--- config.mk ---
export PLATFORM = sky130hd
export DESIGN_NAME = ram8_clr_bank
export DESIGN_NICKNAME = d
export VERILOG_FILES = /design/src/rtl/ram8_clr_bank.sv
export SDC_FILE = /design/constraint.sdc
export NUM_CORES = 1
export LEC_CHECK = 0
export BUFFER_PORTS_ARGS = -buffer_cell sky130_fd_sc_hd__clkbuf_2
export CAP_MARGIN = 20
export CORE_ASPECT_RATIO = 0.8
export CORE_MARGIN = 2
export CORE_UTILIZATION = 55
export CTS_BUF_LIST = sky130_fd_sc_hd__clkbuf_4 sky130_fd_sc_hd__clkbuf_8 sky130_fd_sc_hd__clkbuf_16
export DETAILED_ROUTE_END_ITERATION = 8
export HOLD_SLACK_MARGIN = 0.1
export PLACE_DENSITY = 0.73
export SYNTH_ARGS = -nofsm -noshare
export SYNTH_HDL_FRONTEND = slang
export SYNTH_SLANG_ARGS = --single-unit
--- constraint.sdc ---
create_clock -name clk -period 2.39 [get_ports clk]
set_input_delay 0.478 -clock clk [delete_from_list [all_inputs] [get_ports clk]]
set_output_delay 0.478 -clock clk [all_outputs]
set_load 0.005 [all_outputs]
--- src/rtl/ram8_clr_bank.sv ---
// ram8_clr_bank: eight-entry WIDTH-bit register bank with a sequenced bulk-clear engine.
// Latency: combinational read; writes visible the cycle after the write edge
//          (same cycle when RAM8_BYPASS_EN is defined and the bank is idle).
// Backpressure: none; loads that arrive during a clear sweep are discarded and flagged.
//
// Optional feature macro: RAM8_BYPASS_EN (write-through forwarding of in to out while idle).
//
// Ports:
//   clk          rising-edge clock
//   rst_n        asynchronous active-low reset (clears all entries, aborts any sweep)
//   in           write data
//   address      entry select for read and write
//   load         write entry[address] <= in at the next rising edge (idle only)
//   clear_req    start a bulk clear of all eight entries (ignored while busy)
//   out          entry[address], combinational
//   busy         high while the clear sweep runs (exactly 8 cycles)
//   load_dropped one-cycle pulse following an edge whose load was refused
module ram8_clr_bank #(
  parameter int               WIDTH     = 16,
  parameter logic [WIDTH-1:0] CLEAR_VAL = '0
) (
  input  logic             clk,
  input  logic             rst_n,
  input  logic [WIDTH-1:0] in,
  input  logic [2:0]       address,
  input  logic             load,
  input  logic             clear_req,
  output logic [WIDTH-1:0] out,
  output logic             busy,
  output logic             load_dropped
);

  typedef enum logic {
    IDLE  = 1'b0,
    CLEAR = 1'b1
  } state_t;

  state_t           state_q, state_d;
  logic [2:0]       cnt_q, cnt_d;
  logic             drop_q, drop_d;
  logic [WIDTH-1:0] mem_q [8];
  logic [WIDTH-1:0] mem_d [8];

  // Next-state, storage update and drop flag.
  always_comb begin
    state_d = state_q;
    cnt_d   = cnt_q;
    drop_d  = 1'b0;
    mem_d   = mem_q;

    unique case (state_q)
      IDLE: begin
        // A same-edge load is still performed; the sweep overwrites it later.
        if (load) begin
          mem_d[address] = in;
        end
        if (clear_req) begin
          state_d = CLEAR;
          cnt_d   = 3'd0;
        end
      end
      CLEAR: begin
        // Sweep order is fixed 0..7 regardless of address; clear_req is ignored.
        mem_d[cnt_q] = CLEAR_VAL;
        cnt_d        = cnt_q + 3'd1;
        if (cnt_q == 3'd7) begin
          state_d = IDLE;
        end
        if (load) begin
          drop_d = 1'b1;
        end
      end
      default: begin
        state_d = IDLE;
      end
    endcase
  end

  always_ff @(posedge clk or negedge rst_n) begin
    if (!rst_n) begin
      state_q <= IDLE;
      cnt_q   <= 3'd0;
      drop_q  <= 1'b0;
      for (int i = 0; i < 8; i++) begin
        mem_q[i] <= '0;
      end
    end else begin
      state_q <= state_d;
      cnt_q   <= cnt_d;
      drop_q  <= drop_d;
      mem_q   <= mem_d;
    end
  end

  // busy is exactly the registered CLEAR state: it rises on the entry edge
  // and falls on the edge that writes entry 7.
  assign busy         = (state_q == CLEAR);
  assign load_dropped = drop_q;

`ifdef RAM8_BYPASS_EN
  // Forward write data only while idle; loads during a sweep are refused.
  assign out = ((state_q == IDLE) && load) ? in : mem_q[address];
`else
  assign out = mem_q[address];
`endif

endmodule

==> results of run 1 <==
cells by family after synthesis:
kind of cell / count (synthesis)
compound gates: 155
mux: 43
buf+inv: 62
simple gates: 312
fa+ha+maj: 2
flops: 133
worst min path at each step:
stage                     startpoint      endpoint  slack [ps]  cells past startpoint
after floorplan                rst_n          busy         180                      0
after global placement         rst_n    mem_q[114]         490                      1
after detailed placement       rst_n    mem_q[114]         490                      1
after CTS                       load  load_dropped         310                      2
after global routing            load  load_dropped         330                      2
final                           load  load_dropped         320                      2
per-layer routing:
metal / wire length [um] / up-vias
li1: - / 2438
met3: 1550 / 40
met2: 8120 / 243
met1: 7340 / 2650
met5: 0 / -
met4: 411 / 0
cells in the mapped netlist:
| cell type | instances |
|---|---|
| and2_1 | 2 |
| mux4_2 | 18 |
| nor3_1 | 6 |
| nand3b_1 | 3 |
| nor4_2 | 2 |
| nor2_1 | 5 |
| a221o_1 | 2 |
| o21ai_1 | 16 |
| a22o_1 | 5 |
| a31oi_1 | 1 |
| nand2b_1 | 5 |
| mux2i_1 | 7 |
| a221oi_1 | 1 |
| mux2_1 | 1 |
| nand4_1 | 2 |
| o211ai_1 | 2 |
| a21oi_1 | 3 |
| o21ai_0 | 116 |
| nor2b_1 | 7 |
| dfrtp_1 | 133 |
| nor3b_1 | 2 |
| or2_2 | 1 |
| a22oi_1 | 5 |
| o22ai_1 | 2 |
| nand3_1 | 7 |
| clkbuf_1 | 25 |
| a211o_1 | 2 |
| ha_1 | 2 |
| buf_2 | 21 |
| mux2_2 | 17 |
| buf_4 | 16 |
| nand2_1 | 270 |
worst reg2reg max path: stages (launching register included):
cell and delay, ps:
dfrtp_1 550, nor2b_1 330, nand2_1 570, nand2_1 260
o21ai_0 110
state kept, by name, summed over array words and instances, names as in the netlist:
name          flops
cnt_q             3
mem_q           128
busy              1
load_dropped      1
report_power, final:
group | internal (mW) | switching, mW
Clock | 1.77 | 0.954
Combinational | 0.801 | 1.17
Sequential | 3.02 | 0.527
through the flow:
stage,power [mW],hold slack (ps),area (um2),cells,setup slack [ps]
final,8.24,324,7500,902,104
after global placement,5.36,488,6870,866,175
after global routing,8.67,329,7500,899,20.0
after CTS,8.22,312,7500,899,109
after detailed placement,5.48,492,6870,866,168
after floorplan,4.65,182,6450,707,371
cells in the final DEF (no fill, tap or decap), types with 6 or more instances in the layout:
master	instances
nand2_1	270
dfrtp_1	133
o21ai_0	116
clkbuf_2	39
buf_4	30
mux4_2	18
mux2_2	17
clkbuf_16	17
o21ai_1	16
mux2i_1	7
nor2b_1	7
nand3_1	7
nor3_2	6
area by class of cell:
| class | instances | area (um2) |
|---|---|---|
| diodes | 3 | 7.51 |
| clock buffers | 23 | 495 |
| clock inverters | 9 | 124 |
| fillers | 881 | 3970 |
| multi-input cells | 512 | 2850 |
| flip-flops and latches | 133 | 3330 |
| well taps | 148 | 185 |
| repair buffers | 74 | 510 |
==> impl_summary.log, run 1 <==
[metrics] Antenna Violating Nets Remaining: 0
[metrics] depth of the CTS H-tree: 4
[metrics] final RePlAce weighted congestion: 0.877
[metrics] post-synth top area share: 51.6%
[metrics] crit path DAT: 1810 ps
[metrics] Layout area overhead: 16.3%
[metrics] num ports: 41
[metrics] sum of net half-perimeters after detailed placement: 11100 um
[metrics] Total Routed Length: 17400 um
[metrics] biggest area consumer among synthesized cells: dfrtp_1
[metrics] met2 capacity usage during global routing: 46.2%
[metrics] Clk Latency, worst-skew pair: 410 ps
[metrics] P_leak: 3.31 nW
[metrics] share of the clock period used by the worst path after layout: 95.6%
[metrics] Hold Path Class: in -> reg
[metrics] worst reg-to-reg path cell count: 4
[metrics] worst-case register-to-register setup slack: 430 ps
[metrics] unrepaired setup endpoints after global routing: no
[metrics] Post-route DRC: 0
[metrics] CTS Buffer Depth: 2
[metrics] Port-buffer cells: 40
[metrics] mux cell area share after synthesis: 10.5%
[metrics] slew at the pin with the worst max-slew slack: 929 ps
[metrics] 1st-pass router iterations: 5
[metrics] result of the run: finished, final reports clean
[metrics] Routed wire per std cell: 19.3 um
[metrics] sequential share of the synthesized area: 51.6%
[metrics] Inserted Clock Buffers: 17
[metrics] global-route wire length before repair: 28600 um
[metrics] number of nets in the finished design: 763
[metrics] fraction of the core area covered by cells at the end of the flow: 65.4%
[metrics] met1 capacity usage during global routing: 38.8%
[metrics] number of global-route vias before repair: 5398
[metrics] max-cap violations: 0
[metrics] average footprint of a synthesized cell: 9.13 um2
[metrics] antenna violations before repair: 3
[metrics] worst reg2reg startpoint: busy
[metrics] overall die area: 0.0126 mm2
[metrics] GRT overflow: 0
[metrics] Final min period: 2290 ps
[metrics] highest clock frequency the design can meet: 0.438 GHz
[metrics] number of buffer and inverter instances along the worst setup path: 1
[metrics] maximum number of pins on one net before global-route repair: 66
[metrics] critical path depth in cells: 5
[metrics] highest-delay cell along the critical path: dfrtp_1
[metrics] # setup viols final: 0
[metrics] cell types occupying the most area after synthesis: dfrtp_1 52%, nand2_1 16%, o21ai_0 9.0%, mux4_2 6.3%, mux2_2 3.0%
[metrics] hold violation count in the final report: 0
[metrics] clock tree from TritonCTS: done
[metrics] power density over cell area: 1100 mW/mm2
[metrics] Critical Path Fanout Max: 2
[metrics] number of library cell types mapped by synthesis: 32
[metrics] count of vias placed by the detailed router: 5371
[metrics] Critical Path Sink Type: output port
[metrics] max incr delay on CP: 390 ps
[metrics] maximum VDD drop: 0.629 mV
[metrics] Vert. Die Dim: 101 um
[metrics] register bit total from synthesis: 133
[metrics] XOR/XNOR share of the synthesized area: 0%
[metrics] startpoint types: register
[metrics] Yosys Warn Count: 0
[metrics] path type of the worst setup path: reg -> out
[metrics] crit path launch: mem_q[39]
[metrics] number of design-rule violations left by the first detailed-router iteration: 692
[metrics] area share of and/or/nand/nor cells after synthesis: 19.6%
[metrics] Netlist Area Pre-Place: 0.00645 mm2
[metrics] fraction of layout instances using a drive strength above 1: 19.8%
[metrics] register clock-pin slew on the reported worst setup and hold paths: 60 ps
[metrics] post-cts sizing count: 0
[metrics] setup skew after layout: 4.45 ps
[metrics] end of the worst register-to-register path: mem_q[58]
[metrics] busiest grt layer: met2
[metrics] Mapped Cells: 707
[metrics] number of hold-repair buffers added at the cts stage: 1
[metrics] Critical Path, Cell by Cell: mux2_1, a221oi_1, a31oi_1, a211o_1, clkbuf_2
[metrics] Final Max Slew Viols: 0
[metrics] clk sink count: 133
[metrics] root cell of the clock tree: clkbuf_16
[metrics] largest family of logic cells by synthesized area: simple AND/OR/NAND/NOR gates
[metrics] adder and majority gate portion of the synthesized area: 0.388%
[metrics] GRT Total Usage: 29.7%
[metrics] required time worst endpoint: 1910 ps
[metrics] initial core utilization: 56.2%
[metrics] x dimension of the die: 125 um
[metrics] Floorplan Core Area: 0.0115 mm2
[metrics] via density per instance: 5.95
[metrics] # rows: 35
[metrics] number of post-CTS setup repair buffers: 0
[metrics] post-synthesis compound-gate area fraction: 13.0%
[metrics] total negative setup slack: 0 ps
[metrics] Worst path top cell family by delay: compound AO/OA/AOI/OAI gates
[metrics] Post-Synthesis Net Count: 732
[metrics] worst-case headroom to the max-slew limit: 37.9%
[metrics] global routing met3 resource utilization: 9.08%
[metrics] critical path capture point: out[7]
No activity file was read; power rests on OpenSTA's default activity.
==> inputs of run 2 (changes only) <==
Settings changed: ABC_AREA from default to 1.
==> impl_summary.log, run 2 <==
[metrics] result of the run: finished, final reports clean
[metrics] sequential share of the synthesized area: 46.9%
[metrics] number of design-rule violations left by the first detailed-router iteration: 649
[metrics] cell types with the highest counts after synthesis: 591 x nand2_1, 133 x dfrtp_1, 128 x nand3_1
[metrics] Port-buffer cells: 40
[metrics] Routed wire per std cell: 16.3 um
[metrics] end of the worst register-to-register path: mem_q[69]
[metrics] Vert. Die Dim: 106 um
[metrics] overall die area: 0.0138 mm2
[metrics] via density per instance: 5.33
[metrics] crit path DAT: 1570 ps
[metrics] GRT overflow: 0
[metrics] register clock-pin slew on the reported worst setup and hold paths: 60 ps
[metrics] share of flip-flops with an asynchronous set or reset: 100%
[metrics] leading registers by flop count: mem_q: 128 flops, cnt_q: 3 flops
[metrics] worst-case register-to-register setup slack: 800 ps
[metrics] Worst path top cell family by delay: buffers and inverters
[metrics] unrepaired setup endpoints after global routing: no
[metrics] share of the clock period used by the worst path after layout: 85.7%
[metrics] fraction of layout instances using a drive strength above 1: 12.8%
[metrics] most frequent cell on the critical path: nand2_1
[metrics] biggest area consumer among synthesized cells: dfrtp_1
[metrics] Clk Latency, worst-skew pair: 420 ps
[metrics] global-route wire length before repair: 31300 um
[metrics] crit path launch: address[0]
[metrics] most common library cell in the layout ignoring fill and taps: nand2_1
[metrics] most frequent cell after synthesis: nand2_1
[metrics] Post-Synthesis Net Count: 1000
[metrics] number of nets in the finished design: 1006
[metrics] post-synth top area share: 46.9%
[metrics] worst slack on hold paths: 286 ps
[metrics] path type of the worst setup path: in -> out
[metrics] most frequent cells in the layout: 591 x nand2_1, 133 x dfrtp_1, 128 x nand3_1, 39 x clkbuf_2, 17 x clkbuf_16
[metrics] critical path depth in cells: 9
[metrics] cell types occupying the most area after synthesis: dfrtp_1 47%, nand2_1 31%, nand3_1 9.0%, buf_6 2.7%, buf_2 2.6%
[metrics] Antenna Violating Nets Remaining: 0
[metrics] max-cap violations: 0
[metrics] CTS Buffer Depth: 2
[metrics] x dimension of the die: 131 um
[metrics] area share of and/or/nand/nor cells after synthesis: 44.6%
[metrics] sum of net half-perimeters after detailed placement: 12300 um
[metrics] antenna violations before repair: 0
[metrics] initial core utilization: 55.8%
[metrics] total negative setup slack: 0 ps
[metrics] number of post-CTS setup repair buffers: 0
[metrics] Critical Path, Cell by Cell: clkbuf_2, buf_12, nand2_1, nand2_1, nand2_1, nand2_1, nand2_1, nand2_1, clkbuf_2
[metrics] setup skew after layout: 7.12 ps
[metrics] Yosys Warn Count: 0
[metrics] largest family of logic cells by synthesized area: simple AND/OR/NAND/NOR gates
[metrics] clock tree from TritonCTS: done
[metrics] Post-route DRC: 0
[metrics] required time worst endpoint: 1910 ps
[metrics] root cell of the clock tree: clkbuf_16
[metrics] post-synthesis compound-gate area fraction: 0.247%
[metrics] clk sink count: 133
[metrics] predominant post-synthesis flop cell: dfrtp_1
[metrics] post-cts sizing count: 0
[metrics] slew at the pin with the worst max-slew slack: 683 ps
[metrics] power density over cell area: 1000 mW/mm2
[metrics] mux cell area share after synthesis: 0.141%
[metrics] Layout area overhead: 11.0%
[metrics] Inserted Clock Buffers: 17
[metrics] # setup viols final: 0
[metrics] number of buffer and inverter instances along the worst setup path: 3
[metrics] Total Routed Length: 19000 um
[metrics] count of vias placed by the detailed router: 6228
[metrics] maximum VDD drop: 0.520 mV
[metrics] startpoint types: primary input
[metrics] critical path capture point: out[2]
[metrics] fraction of the core area covered by cells at the end of the flow: 61.9%
[metrics] number of global-route vias before repair: 5947
[metrics] adder and majority gate portion of the synthesized area: 0.352%
[metrics] highest clock frequency the design can meet: 0.488 GHz
[metrics] # rows: 37
[metrics] Critical Path Fanout Max: 48
[metrics] highest-delay cell along the critical path: buf_12
[metrics] number of synthesized flops with an enable pin: 0
[metrics] Netlist Area Pre-Place: 0.00710 mm2
[metrics] Floorplan Core Area: 0.0127 mm2
[metrics] fillers: 1128
[metrics] num ports: 41
[metrics] 1st-pass router iterations: 5
[metrics] number of hold-repair buffers added at the cts stage: 1
[metrics] worst reg-to-reg path cell count: 7
[metrics] worst reg2reg startpoint: busy
[metrics] Mapped Cells: 975
[metrics] worst-case headroom to the max-slew limit: 54.4%
[metrics] max incr delay on CP: 280 ps
[metrics] final RePlAce weighted congestion: 0.871
[metrics] Most flops, register: mem_q
[metrics] XOR/XNOR share of the synthesized area: 0%
[metrics] average footprint of a synthesized cell: 7.28 um2
[metrics] maximum number of pins on one net before global-route repair: 61
[metrics] Antenna Diode Count: 0
[metrics] hold violation count in the final report: 0
[metrics] max FFs per register: 128
[metrics] Critical Path Sink Type: output port
[metrics] register bit total from synthesis: 133
[metrics] depth of the CTS H-tree: 4
[metrics] GRT Total Usage: 29.8%
[metrics] P_leak: 4.63 nW
[metrics] Hold Path Class: in -> reg
[metrics] Final min period: 2050 ps
[metrics] Final Max Slew Viols: 0
[metrics] number of library cell types mapped by synthesis: 26
==> run 2: changes by cell type in the layout (fill, tap and decap cells not counted), moves of 8 or more <==
cell,change
nand2_1,+321
nand2_2,+15
o21ai_0,-114
inv_4,+8
mux4_2,-18
o21ai_1,-16
buf_4,-25
mux2_2,-17
nand3_1,+121
==> run 2: final cells by class <==
cell class,count,area [um2],area share (%)
Clock inverter,12,178,2.26
Tap cell,175,219,2.78
Inverter,18,100,1.27
Multi-Input combinational cell,759,3220,40.9
Clock buffer,20,460,5.84
Sequential cell,133,3330,42.2
Timing Repair Buffer,52,374,4.75
==> run 2: cells by family (layout without fill, tap and decap cells) <==
| kind of cell | after synthesis | after routing |
|---|---|---|
| buffers and inverters | 83 | 102 |
| muxes | 1 | 1 |
| AOI/OAI and AO/OA | 3 | 3 |
| and+or+nand+nor | 753 | 753 |
| DFF | 133 | 133 |
| adders and majority gates | 2 | 2 |
==> run 2: worst reg2reg max path: stages, from the launching register on <==
cell and delay [ps]:
dfrtp_1 470, inv_2 150, nand2_4 80, inv_8 140
nand3_4 240, inv_4 290, nand2_2 80, nand2_1 80
==> run 2: where the power goes <==
group / leakage, nW / internal, mW / total (mW) / switching, mW
registers: 1.83 / 2.82 / 3.18 / 0.356
clock network: 0.313 / 1.81 / 2.82 / 1.01
logic: 2.49 / 0.616 / 1.90 / 1.28
==> run 2: stage by stage <==
step,area (um2),setup WS [ps],cells,power (mW)
final,7880,341,1169,7.89
after global placement,7230,372,1136,5.03
after floorplan,7100,640,975,4.49
after CTS,7880,358,1169,7.90
after global routing,7880,232,1169,8.35
after detailed placement,7230,372,1136,5.07
==> run 2: how the worst min path moves through the flow <==
stage / cells after the start / startpoint / endpoint / slack (ps)
2_1_floorplan: 0 / rst_n / busy / 180
3_3_place_gp: 2 / mem_q[55] / mem_q[55] / 480
3_5_place_dp: 2 / mem_q[55] / mem_q[55] / 490
4_1_cts: 3 / load / load_dropped / 280
5_1_grt: 3 / load / load_dropped / 330
6_report: 3 / load / load_dropped / 290
==> run 2: metal layers <==
metal | global-route usage (%) | part of all wire, % | vias up
li1 | - | - | 3028
met4 | 8.21 | 1.3 | 0
met3 | 7.31 | 8.0 | 26
met5 | 0 | 0 | -
met1 | 44.0 | 46 | 2933
met2 | 43.6 | 45 | 241
==> inputs of run 3 (changes only) <==
Settings changed: CORE_UTILIZATION 55 to 30, PLACE_DENSITY 0.73 to default, RECOVER_POWER from default to 100.
==> impl_summary.log, run 3 (synthesis gave the netlist of run 2 again) <==
[metrics] result of the run: finished, final reports clean
[metrics] P_int: 5.07 mW
[metrics] final RePlAce weighted congestion: 0.850
[metrics] depth of the CTS H-tree: 4
[metrics] Vert. Die Dim: 142 um
[metrics] highest clock frequency the design can meet: 0.451 GHz
[metrics] clock tree from TritonCTS: done
[metrics] pre-CTS setup slack: 305 ps
[metrics] Total Routed Length: 22100 um
[metrics] number of global-route vias before repair: 5997
[metrics] overall die area: 0.0249 mm2
[metrics] count of vias placed by the detailed router: 6299
[metrics] Critical Path Fanout Max: 25
[metrics] Floorplan Core Area: 0.0233 mm2
[metrics] Final Max Slew Viols: 0
[metrics] # setup viols final: 0
[metrics] # rows: 50
[metrics] P_leak: 4.60 nW
[metrics] required time worst endpoint: 1910 ps
[metrics] number of post-CTS setup repair buffers: 0
[metrics] 1st-pass router iterations: 7
[metrics] switching share of power: 35.1%
[metrics] path type of the worst setup path: in -> out
[metrics] Routed wire per std cell: 16.9 um
[metrics] GRT overflow: 0
[metrics] Post-route DRC: 0
[metrics] hold violation count in the final report: 0
[metrics] Critical Path, Cell by Cell: clkbuf_2, inv_6, clkbuf_1, nand2_1, nand2_1, nand2_1, nand2_1, nand2_1, nand2_1, clkbuf_1
[metrics] startpoint types: primary input
[metrics] Sequential Power Share: 41.0%
[metrics] fraction of the core area covered by cells at the end of the flow: 34.2%
[metrics] Clk Latency, worst-skew pair: 430 ps
[metrics] Most flops, register: mem_q
[metrics] Tot Pwr: 7.82 mW
[metrics] Worst path top cell family by delay: buffers and inverters
[metrics] most common library cell in the layout ignoring fill and taps: nand2_1
[metrics] post-route non-filler standard cell count: 1311
[metrics] slew at the pin with the worst max-slew slack: 1370 ps
[metrics] combinational cell fraction of total power: 24.8%
[metrics] worst slack on hold paths: 278 ps
[metrics] leading registers by flop count: mem_q: 128 flops, cnt_q: 3 flops
[metrics] via density per instance: 4.80
[metrics] number of nets in the finished design: 1010
[metrics] num ports: 41
[metrics] CTS Buffer Depth: 2
[metrics] GRT Total Usage: 18.6%
[metrics] clock group share of total power: 34.2%
[metrics] power density over cell area: 981 mW/mm2
[metrics] max incr delay on CP: 320 ps
[metrics] maximum number of pins on one net before global-route repair: 49
[metrics] number of instances in the placed design: 1277
[metrics] initial core utilization: 30.4%
[metrics] max-cap violations: 0
[metrics] total non-filler cell area in the finished layout: 0.00798 mm2
[metrics] x dimension of the die: 176 um
[metrics] cell area after placement: 0.00742 mm2
[metrics] number of design-rule violations left by the first detailed-router iteration: 712
[metrics] antenna violations before repair: 1
[metrics] Final min period: 2220 ps
[metrics] clk sink count: 133
[metrics] sum of net half-perimeters after detailed placement: 14000 um
[metrics] register clock-pin slew on the reported worst setup and hold paths: 60 ps
[metrics] highest-delay cell along the critical path: clkbuf_1
[metrics] least setup slack across all paths after layout: 172 ps
[metrics] global-route wire length before repair: 35200 um
[metrics] Antenna Violating Nets Remaining: 0
[metrics] fraction of layout instances using a drive strength above 1: 11.2%
[metrics] Hold Path Class: in -> reg
[metrics] root cell of the clock tree: clkbuf_16
[metrics] total negative setup slack: 0 ps
[metrics] Net Sw Power: 2.75 mW
[metrics] Port-buffer cells: 40
[metrics] Critical Path Sink Type: output port
[metrics] unrepaired setup endpoints after global routing: no
[metrics] most frequent cell on the critical path: nand2_1
[metrics] Inserted Clock Buffers: 17
[metrics] worst-case headroom to the max-slew limit: 8.50%
[metrics] number of buffer and inverter instances along the worst setup path: 4
[metrics] share of the clock period used by the worst path after layout: 92.8%
[metrics] maximum VDD drop: 0.471 mV
[metrics] most frequent cells in the layout: 599 x nand2_1, 133 x dfrtp_1, 128 x nand3_1, 37 x clkbuf_2, 17 x clkbuf_16
[metrics] Layout area overhead: 12.3%
[metrics] max FFs per register: 128
[metrics] setup skew after layout: 5.81 ps
[metrics] crit path DAT: 1740 ps
## run 3: cell types whose count changed in the layout (fill, tap and decap cells not counted), moves of 2 or more
cell        before  now
nand2_1        591  599
nand2_2         15    8
inv_1            5   11
clkbuf_1         0    5
inv_4            8    3
clkinvlp_4       1    5
buf_4            5    8
bufinv_16        4    2
clkbuf_2        39   37
clkbuf_8         2    4
clkinv_4         4    2
## run 3: timing repair
item                                   in CTS  in global routing
resized for setup                           0                  0
setup endpoints to repair                   0                  0
hold buffers                                1                  0
endpoints found under the hold margin      44                  0
## run 3: tightest hold or removal path: cells and delay by family
kind,cells,cell delay [ps]
AND/OR/NAND/NOR,1,60
buffers and inverters,2,140
## run 3: final timing paths
kind / slack, ps / to / startpoint / cells after the start
min in group asynchronous: 900 / mem_q[36] / rst_n / 2
min reg2reg: 500 / mem_q[113] / mem_q[113] / 2
max: 170 / out[0] / address[0] / 10
min: 280 / load_dropped / load / 3
max in group asynchronous: 400 / mem_q[50] / rst_n / 3
max reg2reg: 280 / mem_q[32] / busy / 7
## run 3: layer usage
layer | track usage (%) | part of all wire [%] | up-vias
met5 | 0 | 0 | -
met4 | 6.44 | 1.9 | 0
met3 | 3.11 | 5.4 | 32
met2 | 29.1 | 45 | 218
met1 | 26.1 | 47 | 3008
li1 | - | - | 3041
## run 3: layout make-up
type | count | area, um2
fill | 2491 | 15400
multi-input combinational | 759 | 3190
clock inverter | 11 | 125
tap | 312 | 390
antenna | 1 | 2.50
timing repair buffer | 56 | 374
sequential | 133 | 3330
clock buffer | 21 | 480
inverter | 18 | 87.6
## run 3: power groups by stage
stage	logic (mW)	clock network, mW	registers [mW]
6_report	1.94	2.68	3.21
5_1_grt	2.20	2.81	3.27
4_1_cts	1.96	2.69	3.19
3_5_place_dp	1.96	0	3.23
3_3_place_gp	1.91	0	3.22
2_1_floorplan	1.38	0	3.11
